## config.mk

```make
export PLATFORM = sky130hd
export DESIGN_NAME = alu4_exec_stage
export DESIGN_NICKNAME = d
export VERILOG_FILES = /design/src/rtl/alu4_exec_stage.sv
export SDC_FILE = /design/constraint.sdc
export NUM_CORES = 1
export LEC_CHECK = 0
export ABC_AREA = 1
export CORE_UTILIZATION = 52
export DETAILED_ROUTE_END_ITERATION = 10
export PLACE_DENSITY = 0.77
export SKIP_LAST_GASP = 1
export SYNTH_ARGS = -nofsm -noshare
export SYNTH_HDL_FRONTEND = slang
export SYNTH_SLANG_ARGS = --single-unit
```

## constraint.sdc

```tcl
create_clock -name clk -period 2.6 [get_ports clk]
set_input_delay 0.52 -clock clk [delete_from_list [all_inputs] [get_ports clk]]
set_output_delay 0.52 -clock clk [all_outputs]
set_load 0.1 [all_outputs]
```

## src/rtl/alu4_exec_stage.sv

```systemverilog
// Execute stage: accepts an operand pair and opcode over valid/ready and computes
// single-cycle ALU ops or a WIDTH-cycle shift-add multiply into registered result/flags.
module alu4_exec_stage #(
    parameter int unsigned WIDTH = 4
) (
    input  logic                 clk,
    input  logic                 rst_n,
    input  logic                 ena,
    input  logic                 in_valid,
    output logic                 in_ready,
    input  logic [WIDTH-1:0]     a,
    input  logic [WIDTH-1:0]     b,
    input  logic [2:0]           op,
    output logic                 out_valid,
    input  logic                 out_ready,
    output logic [2*WIDTH-1:0]   result,
    output logic [3:0]           flags,
    output logic                 busy
);

    localparam int unsigned RW = 2 * WIDTH;
    localparam int unsigned SW = $clog2(WIDTH);
    localparam int unsigned CW = $clog2(WIDTH + 1);
    localparam logic [CW-1:0] CntInit = CW'(WIDTH);
    localparam logic [CW-1:0] CntOne  = CW'(1);

    typedef enum logic [1:0] {StIdle, StMul, StDone} state_e;

    state_e            state_q, state_d;
    logic [RW-1:0]     acc_q, acc_d;
    logic [WIDTH-1:0]  mcand_q, mcand_d;
    logic [WIDTH-1:0]  mplier_q, mplier_d;
    logic [CW-1:0]     cnt_q, cnt_d;
    logic [RW-1:0]     result_q, result_d;
    logic [3:0]        flags_q, flags_d;

    // Single-cycle ALU
    logic [WIDTH:0]    sum, diff, shr_ext;
    logic [SW-1:0]     shamt;
    logic [RW-1:0]     alu_res;
    logic              alu_z, alu_c, alu_v, alu_n;

    always_comb begin
        alu_res = '0;
        alu_z   = 1'b0;
        alu_c   = 1'b0;
        alu_v   = 1'b0;
        alu_n   = 1'b0;
        sum     = {1'b0, a} + {1'b0, b};
        diff    = {1'b0, a} - {1'b0, b};
        shamt   = b[SW-1:0];
        // Extra low bit catches the last bit shifted out
        shr_ext = {a, 1'b0} >> shamt;
        case (op)
            3'b000: begin
                alu_res = {{(WIDTH-1){1'b0}}, sum};
                alu_c   = sum[WIDTH];
                alu_v   = (a[WIDTH-1] == b[WIDTH-1]) && (sum[WIDTH-1] != a[WIDTH-1]);
                alu_n   = sum[WIDTH-1];
                alu_z   = (sum[WIDTH-1:0] == '0);
            end
            3'b001: begin
                alu_res = {{WIDTH{1'b0}}, diff[WIDTH-1:0]};
                alu_c   = diff[WIDTH];
                alu_v   = (a[WIDTH-1] != b[WIDTH-1]) && (diff[WIDTH-1] != a[WIDTH-1]);
                alu_n   = diff[WIDTH-1];
                alu_z   = (diff[WIDTH-1:0] == '0);
            end
            3'b010, 3'b011, 3'b100: begin
                if (op == 3'b010) alu_res = {{WIDTH{1'b0}}, a & b};
                else if (op == 3'b011) alu_res = {{WIDTH{1'b0}}, a | b};
                else alu_res = {{WIDTH{1'b0}}, a ^ b};
                alu_n = alu_res[WIDTH-1];
                alu_z = (alu_res == '0);
            end
            3'b101: begin
                alu_res = {{WIDTH{1'b0}}, a} << shamt;
                alu_z   = (alu_res == '0);
            end
            3'b110: begin
                alu_res = {{WIDTH{1'b0}}, shr_ext[WIDTH:1]};
                alu_c   = shr_ext[0];
                alu_z   = (alu_res == '0);
            end
            default: ;
        endcase
    end

    // Shift-add multiply step
    logic [CW-1:0] shift_amt;
    logic [RW-1:0] mul_add, acc_step;

    always_comb begin
        shift_amt = CntInit - cnt_q;
        mul_add   = {{WIDTH{1'b0}}, mcand_q} << shift_amt;
        acc_step  = mplier_q[0] ? acc_q + mul_add : acc_q;
    end

    always_comb begin
        state_d  = state_q;
        acc_d    = acc_q;
        mcand_d  = mcand_q;
        mplier_d = mplier_q;
        cnt_d    = cnt_q;
        result_d = result_q;
        flags_d  = flags_q;
        if (ena) begin
            case (state_q)
                StIdle: begin
                    if (in_valid) begin
                        if (op == 3'b111) begin
                            acc_d    = '0;
                            mcand_d  = a;
                            mplier_d = b;
                            cnt_d    = CntInit;
                            state_d  = StMul;
                        end else begin
                            result_d = alu_res;
                            flags_d  = {alu_z, alu_c, alu_v, alu_n};
                            state_d  = StDone;
                        end
                    end
                end
                StMul: begin
                    acc_d    = acc_step;
                    mplier_d = mplier_q >> 1;
                    cnt_d    = cnt_q - CntOne;
                    if (cnt_q == CntOne) begin
                        result_d = acc_step;
                        flags_d  = {(acc_step == '0), (acc_step[RW-1:WIDTH] != '0), 2'b00};
                        state_d  = StDone;
                    end
                end
                StDone: begin
                    if (out_ready) state_d = StIdle;
                end
                default: state_d = StIdle;
            endcase
        end
    end

    always_ff @(posedge clk or negedge rst_n) begin
        if (!rst_n) begin
            state_q  <= StIdle;
            acc_q    <= '0;
            mcand_q  <= '0;
            mplier_q <= '0;
            cnt_q    <= '0;
            result_q <= '0;
            flags_q  <= '0;
        end else begin
            state_q  <= state_d;
            acc_q    <= acc_d;
            mcand_q  <= mcand_d;
            mplier_q <= mplier_d;
            cnt_q    <= cnt_d;
            result_q <= result_d;
            flags_q  <= flags_d;
        end
    end

    // rst_n gating keeps every output at 0 while reset is held
    assign in_ready  = ena && rst_n && (state_q == StIdle);
    assign out_valid = (state_q == StDone);
    assign busy      = (state_q == StMul);
    assign result    = result_q;
    assign flags     = flags_q;

endmodule

```

==> Yosys cells after proc, flatten, opt, wreduce, memory -nomap -nowiden <==
Index checks and enable logic that the tools add are counted.
{ "totals": {"regBits": 33, "latchBits": 0, "ram_bits": 0, "rom_bits": 0, "in_bits": 16, "output_inout_bits": 15, "elab_cells": 87, "n_memories": 0} }
{ "classes": {"n_addsub": 5, "mul": 0, "n_div": 0, "order_cmp": 0, "eq_ne": 19, "n_shift": 3, "mux": 31, "bitwise": 3, "reduce_logical": 19} }
{ "ops": {"columns": ["operator", "n"], "rows": [
  ["2-to-1 mux 8 bit", 7],
  ["case mux 8 bit (5 select lines)", 1],
  ["case mux 8 bit (2 select lines)", 2],
  ["2-to-1 mux 4 bit", 7],
  ["logical NOT 8 bit", 3],
  ["case mux 4 bit (2 select lines)", 2],
  ["equality test 3 bit, second input constant", 4],
  ["logical NOT 4 bit", 3],
  ["AND reduction 4 bit", 3],
  ["adder 8 bit", 1],
  ["2-to-1 mux 2 bit", 4],
  ["<< shifter 4 x 2 -> 8 bit", 1],
  ["<< shifter 4 x 3 -> 8 bit", 1],
  ["equality test 3 x 1 -> 1 bit, second input constant", 2],
  ["equality test 3 x 2 -> 1 bit, second input constant", 2],
  ["2-to-1 mux 3 bit", 2],
  ["inequality test 2 bit, second input constant", 3],
  ["case mux 1 bit (3 select lines)", 2],
  ["case mux 2 bit (3 select lines)", 1],
  ["case mux 3 bit (2 select lines)", 1],
  ["adder 4 x 4 -> 5 bit", 1],
  ["case mux 1 bit (5 select lines)", 1],
  ["AND reduction 5 bit", 1],
  [">> shifter 5 x 2 -> 5 bit", 1],
  ["18 further kinds", 24]
]} }

==> Logic depth before layout (Yosys ltp) <==
Gate-level depths: netlist (run 1).
{ "logic_depth": {"depth_word": 9, "ltp_mapped": 21, "mapped_depth_nobuf": 21} }

==> Worst setup path before layout (run 1) <==
Ideal clock, no wire load.
{ "synth_timing": {"kind": "reg-to-reg", "startpoint": "register state_q[1]", "endpoint": "register flags_q[0] (netlist: flags[0])", "setup_ns": 0.104, "t_arrival_ns": 2.547, "required_ns": 2.496, "path_slack_ns": -0.051, "path_stages_with_launch": 10, "n_path_buf": 1, "period_less_slack_ns": 2.651, "cell_sequence": "dfrtp_1 inv_2 nor2_1 nand2_1 nand2_2 nor2_4 nand3_4 buf_2 nand2_1 o31ai_1"} }
{ "synth_between": {"elab_chain_cells": 3, "elab_cells_between_ends": 8, "cone_classes": "eq/ne: 4; mux: 1; reduce/logical: 3"} }
{ "synth_rtl": {"columns": ["item", "line", "rtl"], "rows": [
  ["from (decl)", "29", "state_e state_q, state_d;"],
  ["from (signal assigned)", "144", "state_q <= StIdle;"],
  ["from (signal assigned)", "152", "state_q <= state_d;"],
  ["equality test 2 x 1 -> 1 bit / logical NOT 2 bit (equally long branches)", "108", "case (state_q)"],
  ["inequality test 2 x 1 -> 1 bit (no line), or another cell as far along", null, null],
  ["AND reduction 5 bit (no line)", null, null],
  ["to (signal assigned)", "158", "flags_q <= flags_d;"],
  ["to (decl)", "35", "logic [3:0] flags_q, flags_d;"]
]} }
Several ways; a longest one is shown, not always the timed one.
A chain may end at the register's enable or synchronous reset.

==> Worst setup path after layout (run 1) <==
{ "layout_timing": {"startpoint": "register cnt_q[0]", "endpoint": "register result_q[6] (netlist: result[6])"} }
{ "layout_between": {"elab_chain_cells": 6, "elab_cells_between_ends": 9, "cone_classes": "add/sub: 2; eq/ne: 2; shift: 1; mux: 3; reduce/logical: 1"} }
{ "layout_rtl": {"columns": ["item", "line", "rtl"], "rows": [
  ["from (decl)", "33", "logic [CW-1:0] cnt_q, cnt_d;"],
  ["from (signal assigned)", "156", "cnt_q <= cnt_d;"],
  ["subtractor 3 bit", "94", "shift_amt = CntInit - cnt_q;"],
  ["<< shifter 4 x 3 -> 8 bit", "95", "mul_add = {{WIDTH{1'b0}}, mcand_q} << shift_amt;"],
  ["adder 8 bit", "96", "acc_step = mplier_q[0] ? acc_q + mul_add : acc_q;"],
  ["2-to-1 mux 8 bit", "96", null],
  ["2-to-1 mux 8 bit", "128", "if (cnt_q == CntOne) begin"],
  ["case mux 8 bit (2 select lines)", "108", null],
  ["to (signal assigned)", "157", "result_q <= result_d;"],
  ["to (decl)", "34", "logic [RW-1:0] result_q, result_d;"]
]} }
Several ways; a longest one is shown, not always the timed one. The select of a mux whose other input is x is not followed.

==> results of run 1 <==
critical path: cells and delay by family, from the launching register on:
family / cells / cell delay, ns
fa+ha+maj: 3 / 0.71
flops: 1 / 0.39
compound gates: 2 / 0.35
simple gates: 10 / 0.75
buf+inv: 2 / 0.22
power groups by stage:
| stage | clock (uW) | sequential (uW) | combinational (uW) |
|---|---|---|---|
| finish | 579 | 895 | 2940 |
| global route | 604 | 921 | 3160 |
| CTS | 583 | 878 | 2500 |
| detailed placement | 0 | 884 | 2480 |
| global placement | 0 | 886 | 2430 |
| floorplan | 0 | 1390 | 1280 |
cell families after synthesis:
group                      count (synthesis)  synth area share, %
xor gates and xnor gates                   4                 1.17
and+or+nand+nor                          243                 36.1
buffers and inverters                     65                 8.71
adders and majority gates                 25                 11.2
DFF                                       33                 27.5
AOI/OAI and AO/OA                         79                 15.3
flip-flops by register name, indices dropped and copies added, names as in the netlist:
register and flops:
mcand_q 4, flags 4, acc_q 8, state_q 2, mplier_q 4, result 8
cnt_q 3
layer usage:
layer	GRT usage, %	part of all wire, %	vias up
met3	3.65	3.4	19
met4	12.0	2.6	0
met1	36.1	41	1543
met5	0	0	-
met2	55.0	53	95
li1	-	-	1605
cell usage in the layout (no fill, tap or decap), drive strengths merged:
cell           count
a21oi             25
a22oi              1
a31oi              4
and2               2
buf               48
bufinv             2
clkbuf             5
clkdlybuf4s50     15
clkinv             2
dfrtp             33
fa                 3
ha                22
inv               54
nand2            140
nand3             46
nand3b             2
nand4              9
nor2              41
nor3               2
o2111ai            2
o211ai             4
o21a               1
o21ai             35
o22ai              3
o311ai             1
o31ai              2
o32ai              1
or2                1
xnor2              4
final timing paths:
check	from	end	slack (ns)	cells after the start
max	cnt_q[0]$_DFFE_PN0P_	result[6]$_DFFE_PN0P_	0.12	17
min	result[6]$_DFFE_PN0P_	result[6]$_DFFE_PN0P_	0.49	2
max reg2reg	cnt_q[0]$_DFFE_PN0P_	result[6]$_DFFE_PN0P_	0.12	17
min reg2reg	result[6]$_DFFE_PN0P_	result[6]$_DFFE_PN0P_	0.49	2
max in group asynchronous	rst_n	cnt_q[1]$_DFFE_PN0P_	1.53	2
min in group asynchronous	rst_n	acc_q[6]$_DFFE_PN0P_	0.76	2
through the flow:
| step | cell area [um^2] | power (uW) | hold slack, ns |
|---|---|---|---|
| floorplan | 3010 | 2680 | 0.224 |
| CTS | 3690 | 3960 | 0.487 |
| global route | 3890 | 4680 | 0.504 |
| global placement | 3550 | 3320 | 0.466 |
| detailed placement | 3550 | 3360 | 0.467 |
| finish | 3890 | 4410 | 0.486 |
final cells by class:
type	instances	area, um^2
clock buffer	5	68.8
clock inverter	3	65.1
fill	485	1650
inverter	55	210
multi-input combinational	351	2100
sequential	33	826
tap	72	90.1
timing repair buffer	63	534
repair_timing:
item                       4_1_cts  5_1_grt
gates cloned                     0        0
pin swaps                        0       20
buffers inserted                 0        2
setup endpoints to repair        3       14
gates resized for setup          1       50
==> out/qor.yml, run 1 <==
placement:
  place_inst: 572
  routabilityCongestion: 0.996
  portBuffers: 30
  pre_cts_slack_ns: -0.154
  hpwl_um: 6650
routing:
  via_per_inst: 5.60
  ant_nets: 0
  drc: 0
  num_vias: 3262
  drt_iter0_drc: 245
  dr.pass1.iters: 5
  wl_per_cell_um: 15.2
  wirelength_um: 8870
critical_path:
  criticalPathCategory: "reg2reg"
  cp-start-kind: "register"
  endpoint_kind: "register"
  required_ns: 2.83
  crit_fanout: 6
  cp_slowest_cell: "dfrtp_1"
  arrival_ns: 2.71
  path_common_cell: "nand2_1"
  worstPathCellList: "inv_2 -> ha_4 -> nand2_1 -> nand2_2 -> buf_6 -> nor2_2 -> ha_2 -> fa_2 -> nand3_1 -> nand2_2 -> nand3_2 -> nand2_1 -> nand2_1 -> nand3_1 -> a21oi_1 -> o21ai_0 -> nand2_1"
  slowest_delay_ns: 0.39
power:
  power_leakage_uw: 0.00193
  p_int_uw: 2110
  power.share.sequential_pct: 20.3
  swShare_pct: 52.3
  power.switching_uw: 2310
  ir_drop_mv: 0.894
  p_clk_share_pct: 13.1
  combPwrFrac_pct: 66.6
  power_density_mw_per_mm2: 1130
sta:
  fin_crit_sh_pct: 95.4
  fin_skew_ns: 0.00704
  tns_ns: 0
  relSlewSlack_pct: 71.7
  fin_crit_ns: 2.48
  hold_viol: 0
  timing.fmax_ghz: 0.403
  setup_ws_ns: 0.121
  worstMarginPinSlew_ns: 0.425
  setup_viol: 0
  rsz0062_at_grt: "true"
  drv_slew: 0
floorplan:
  rows: 27
  die_y_um: 78.0
  core_area_mm2: 0.00554
  io_pins: 31
  die-area_mm2: 0.00608
  dieWidth_um: 78.0
  initial_core_util_pct: 54.2
global_routing:
  antenna_found_initial: 0
  grt_use_total_pct: 30.2
  grt_pass1_vias: 3069
  grt_pass1_wl_um: 14200
  grt_remaining_overflow: 0
  grt_start_max_net_pins: 34
layout:
  syn_to_final_growth_pct: 29.5
  final_layout_size_suffix_gt1_share_pct: 25.3
  fin_cells: 582
  n_antenna_cell: 0
  utilization_pct: 70.2
  nets: 550
clock_tree:
  cts_tree: "yes"
  clock_sinks: 33
  cts_max_path_buffers: 2
  clock_latency_ns: 0.29
  cts_made_buffers: 5
  htreeDepth: 2
  worst_setup_hold_path_clk_slew_ns: 0.07
  cts.hold.buffers_added: 0
  root_buffer: "clkbuf_8"
logic_synthesis:
  yosys.cell_types.count: 41
  synth_edf_count: 0
  yosys_warnings: 0
  ys_top_cells_by_area: "dfrtp_1 28%, nand2_1 17%, ha_1 9.2%, nand3_1 6.8%, inv_1 5.4%"
  synth_fp_nets: 490
  async_reset_ff_share_pct: 100
  post_synth.cell_area_avg_um2: 6.69
  synth_top_cells_by_count: "135 x nand2_1, 43 x inv_1, 41 x nand3_1"
  synth_top_cell_by_area: "dfrtp_1"
  ys.flop_type: "dfrtp_1"
  syn_area_mm2: 0.00300
  synthCells: 449
  ys_seq_area_share_pct: 27.5
  synth_most_common_cell: "nand2_1"
  ys_ff_latch: 33
  yosysTopAreaCellShare_pct: 27.5
hold_path:
  hp-class: "reg2reg"
job:
  max_cap_violations: 0
status:
  status: "completed"
(Power assumes the default switching activity.)
==> inputs of run 2 (changes only) <==
--- a/config.mk
+++ b/config.mk
@@ -5,10 +5,9 @@
 export SDC_FILE = /design/constraint.sdc
 export NUM_CORES = 1
 export LEC_CHECK = 0
-export ABC_AREA = 1
-export CORE_UTILIZATION = 52
+export CORE_UTILIZATION = 53
 export DETAILED_ROUTE_END_ITERATION = 10
-export PLACE_DENSITY = 0.77
+export PLACE_DENSITY = 0.78
 export SKIP_LAST_GASP = 1
 export SYNTH_ARGS = -nofsm -noshare
 export SYNTH_HDL_FRONTEND = slang
==> run 2 against run 1 <==
Compared with the run above:
- the flow now finishes with violations (negative setup slack)
- power up 9.4%
- synthesized area grew 6.4%
- sequential share of layout area is 2.4 points lower
- largest power group unchanged
==> out/qor.yml, run 2 <==
status:
  status: "finished with violations"
  violations: "negative setup slack"
routing:
  via_per_inst: 6.34
  drt_iter0_drc: 401
  dr.pass1.iters: 5
  ant_nets: 0
  drc: 0
  wirelength_um: 10400
  wl_per_cell_um: 18.7
  num_vias: 3523
logic_synthesis:
  yosys_warnings: 0
  synth_top_cells_by_count: "42 x nand2_1, 33 x dfrtp_1, 33 x nor2_1"
  synthCells: 388
  post_synth.cell_area_avg_um2: 8.24
  synth_fp_nets: 429
  syn_area_mm2: 0.00320
  synth_edf_count: 0
  yosysTopAreaCellShare_pct: 25.8
  ys_seq_area_share_pct: 25.8
  ys.flop_type: "dfrtp_1"
  synth_most_common_cell: "nand2_1"
  synth_top_cell_by_area: "dfrtp_1"
  ys_top_cells_by_area: "dfrtp_1 26%, ha_1 8.6%, nand2_1 4.9%, nor2_1 3.9%, o21ai_0 3.6%"
  ys_ff_latch: 33
  yosys.cell_types.count: 66
  async_reset_ff_share_pct: 100
clock_tree:
  cts_max_path_buffers: 2
  clock_latency_ns: 0.29
  worst_setup_hold_path_clk_slew_ns: 0.07
  htreeDepth: 2
  root_buffer: "clkbuf_8"
  cts.hold.buffers_added: 0
  cts_made_buffers: 5
  cts_tree: "yes"
  clock_sinks: 33
critical_path:
  critical_path.top_delay_family: "compound AO/OA/AOI/OAI gates"
  crit_cells: 14
  path_common_cell: "o21ai_0"
  slowest_delay_ns: 0.41
  crit_buf_inv: 2
  criticalPathCategory: "reg2reg"
  worstPathCellList: "inv_4 -> ha_4 -> xor2_4 -> buf_4 -> nand2_1 -> o21ai_0 -> ha_2 -> a21oi_2 -> o21ai_0 -> o21bai_4 -> nand3_2 -> xnor2_2 -> o21ai_1 -> a21oi_1"
  cp-start-kind: "register"
  cp_slowest_cell: "dfrtp_1"
  r2r.worst_path.cells: 14
  endpoint_kind: "register"
  crit_fanout: 7
  required_ns: 2.82
  arrival_ns: 3.23
global_routing:
  grt_pass1_vias: 3272
  antenna_found_initial: 0
  grt_start_max_net_pins: 34
  grt_pass1_wl_um: 16100
  grt_use_total_pct: 33.0
  grt_remaining_overflow: 0
floorplan:
  die_y_um: 79.7
  rows: 27
  io_pins: 31
  die-area_mm2: 0.00634
  core_area_mm2: 0.00564
  dieWidth_um: 79.7
  initial_core_util_pct: 56.6
job:
  max_cap_violations: 0
hold_path:
  whs_path_depth: 2
  hp-class: "reg2reg"
layout:
  final_common_cell: "buf_4"
  final_cell_mix: "94 x buf_4, 42 x nand2_1, 33 x dfrtp_1, 29 x nor2_1, 20 x o21ai_0"
  nets: 524
  utilization_pct: 77.7
  fin_cells: 556
  syn_to_final_growth_pct: 37.2
  n_antenna_cell: 0
  final_layout_size_suffix_gt1_share_pct: 32.2
sta:
  worstMarginPinSlew_ns: 0.666
  fin_skew_ns: 0.00825
  hold_viol: 0
  fin_crit_ns: 3.01
  relSlewSlack_pct: 55.6
  drv_slew: 0
  fin_hold_ws_ns: 0.492
  fin_crit_sh_pct: 116
  setup_ws_ns: -0.408
  tns_ns: -2.99
  setup_viol: 13
  rsz0062_at_grt: "true"
  timing.fmax_ghz: 0.332
power:
  ir_drop_mv: 1.15
  finalPower_uw: 4830
  power_leakage_uw: 0.00196
  power_density_mw_per_mm2: 1100
placement:
  place_inst: 537
  routabilityCongestion: 0.922
  hpwl_um: 7210
  portBuffers: 30
## run 2: cell types whose count changed in the layout (fill, tap and decap cells not counted), moves of 10 or more
cell      change
inv_1        -25
nand3_1      -26
nand2_2      -12
buf_4        +50
nand3_2      -10
nand2_1      -84
nand2b_1     +13
inv_2        -13
## run 2: power breakdown
group	internal (uW)	leakage, uW	total, uW	switching, uW
Clock	313	0.0000585	508	195
Combinational	1460	0.00148	3430	1970
Sequential	681	0.000422	895	213
## run 2: per-layer routing
| layer | share of wire [%] | GRT usage, % |
|---|---|---|
| met5 | 0 | 0 |
| met4 | 2.2 | 7.09 |
| met3 | 7.9 | 6.97 |
| met2 | 48 | 53.1 |
| met1 | 42 | 45.3 |
## run 2: worst paths after layout
kind / startpoint / to / slack [ns]
max in group asynchronous: rst_n / flags[3]$_DFFE_PN0P_ / 1.48
min in group asynchronous: rst_n / result[6]$_DFFE_PN0P_ / 0.81
worst max register to register: cnt_q[0]$_DFFE_PN0P_ / flags[2]$_DFFE_PN0P_ / -0.41
worst min register to register: mplier_q[3]$_DFFE_PN0P_ / mplier_q[3]$_DFFE_PN0P_ / 0.49
worst max-delay path: cnt_q[0]$_DFFE_PN0P_ / flags[2]$_DFFE_PN0P_ / -0.41
worst min-delay path: mplier_q[3]$_DFFE_PN0P_ / mplier_q[3]$_DFFE_PN0P_ / 0.49
## run 2: worst register-to-register path, delay by kind of cell (launching register included)
family | cells | cell delay [ns]
flip-flops | 1 | 0.41
AND/OR/NAND/NOR | 2 | 0.18
AO/OA/AOI/OAI | 6 | 1.00
buffers and inverters | 2 | 0.26
adder cells (fa/ha/maj) | 2 | 0.58
XOR/XNOR | 2 | 0.50
## run 2: timing repair
item	CTS	global route
endpoints found under the setup margin	13	15
resized for setup	15	13
buffers inserted	6	6
hold endpoints to repair	0	0
pin swaps	10	7
## run 2: per-stage QoR
step | setup WS [ns] | area (um^2)
4_1_cts | -0.267 | 4290
3_5_place_dp | -0.297 | 4060
2_1_floorplan | -0.180 | 3250
3_3_place_gp | -0.232 | 4060
6_report | -0.408 | 4390
5_1_grt | -0.562 | 4390
## run 2: kinds of logic (layout without fill, tap and decap cells)
family / after synthesis / count (layout) / synth area share (%)
xor+xnor: 11 / 11 / 3.49
mux: 20 / 20 / 7.36
simple gates: 138 / 138 / 21.5
fa+ha+maj: 25 / 25 / 10.5
flops: 33 / 33 / 25.8
buf+inv: 43 / 139 / 5.99
compound gates: 118 / 118 / 25.3
## run 2: layout make-up
class                           count  area, um^2
Multi-Input combinational cell    312        2340
Fill cell                         384        1260
Timing Repair Buffer              115         950
Sequential cell                    33         826
Tap cell                           72        90.1
Clock buffer                        7        86.3
Inverter                           16        62.6
Clock inverter                      1        30.0
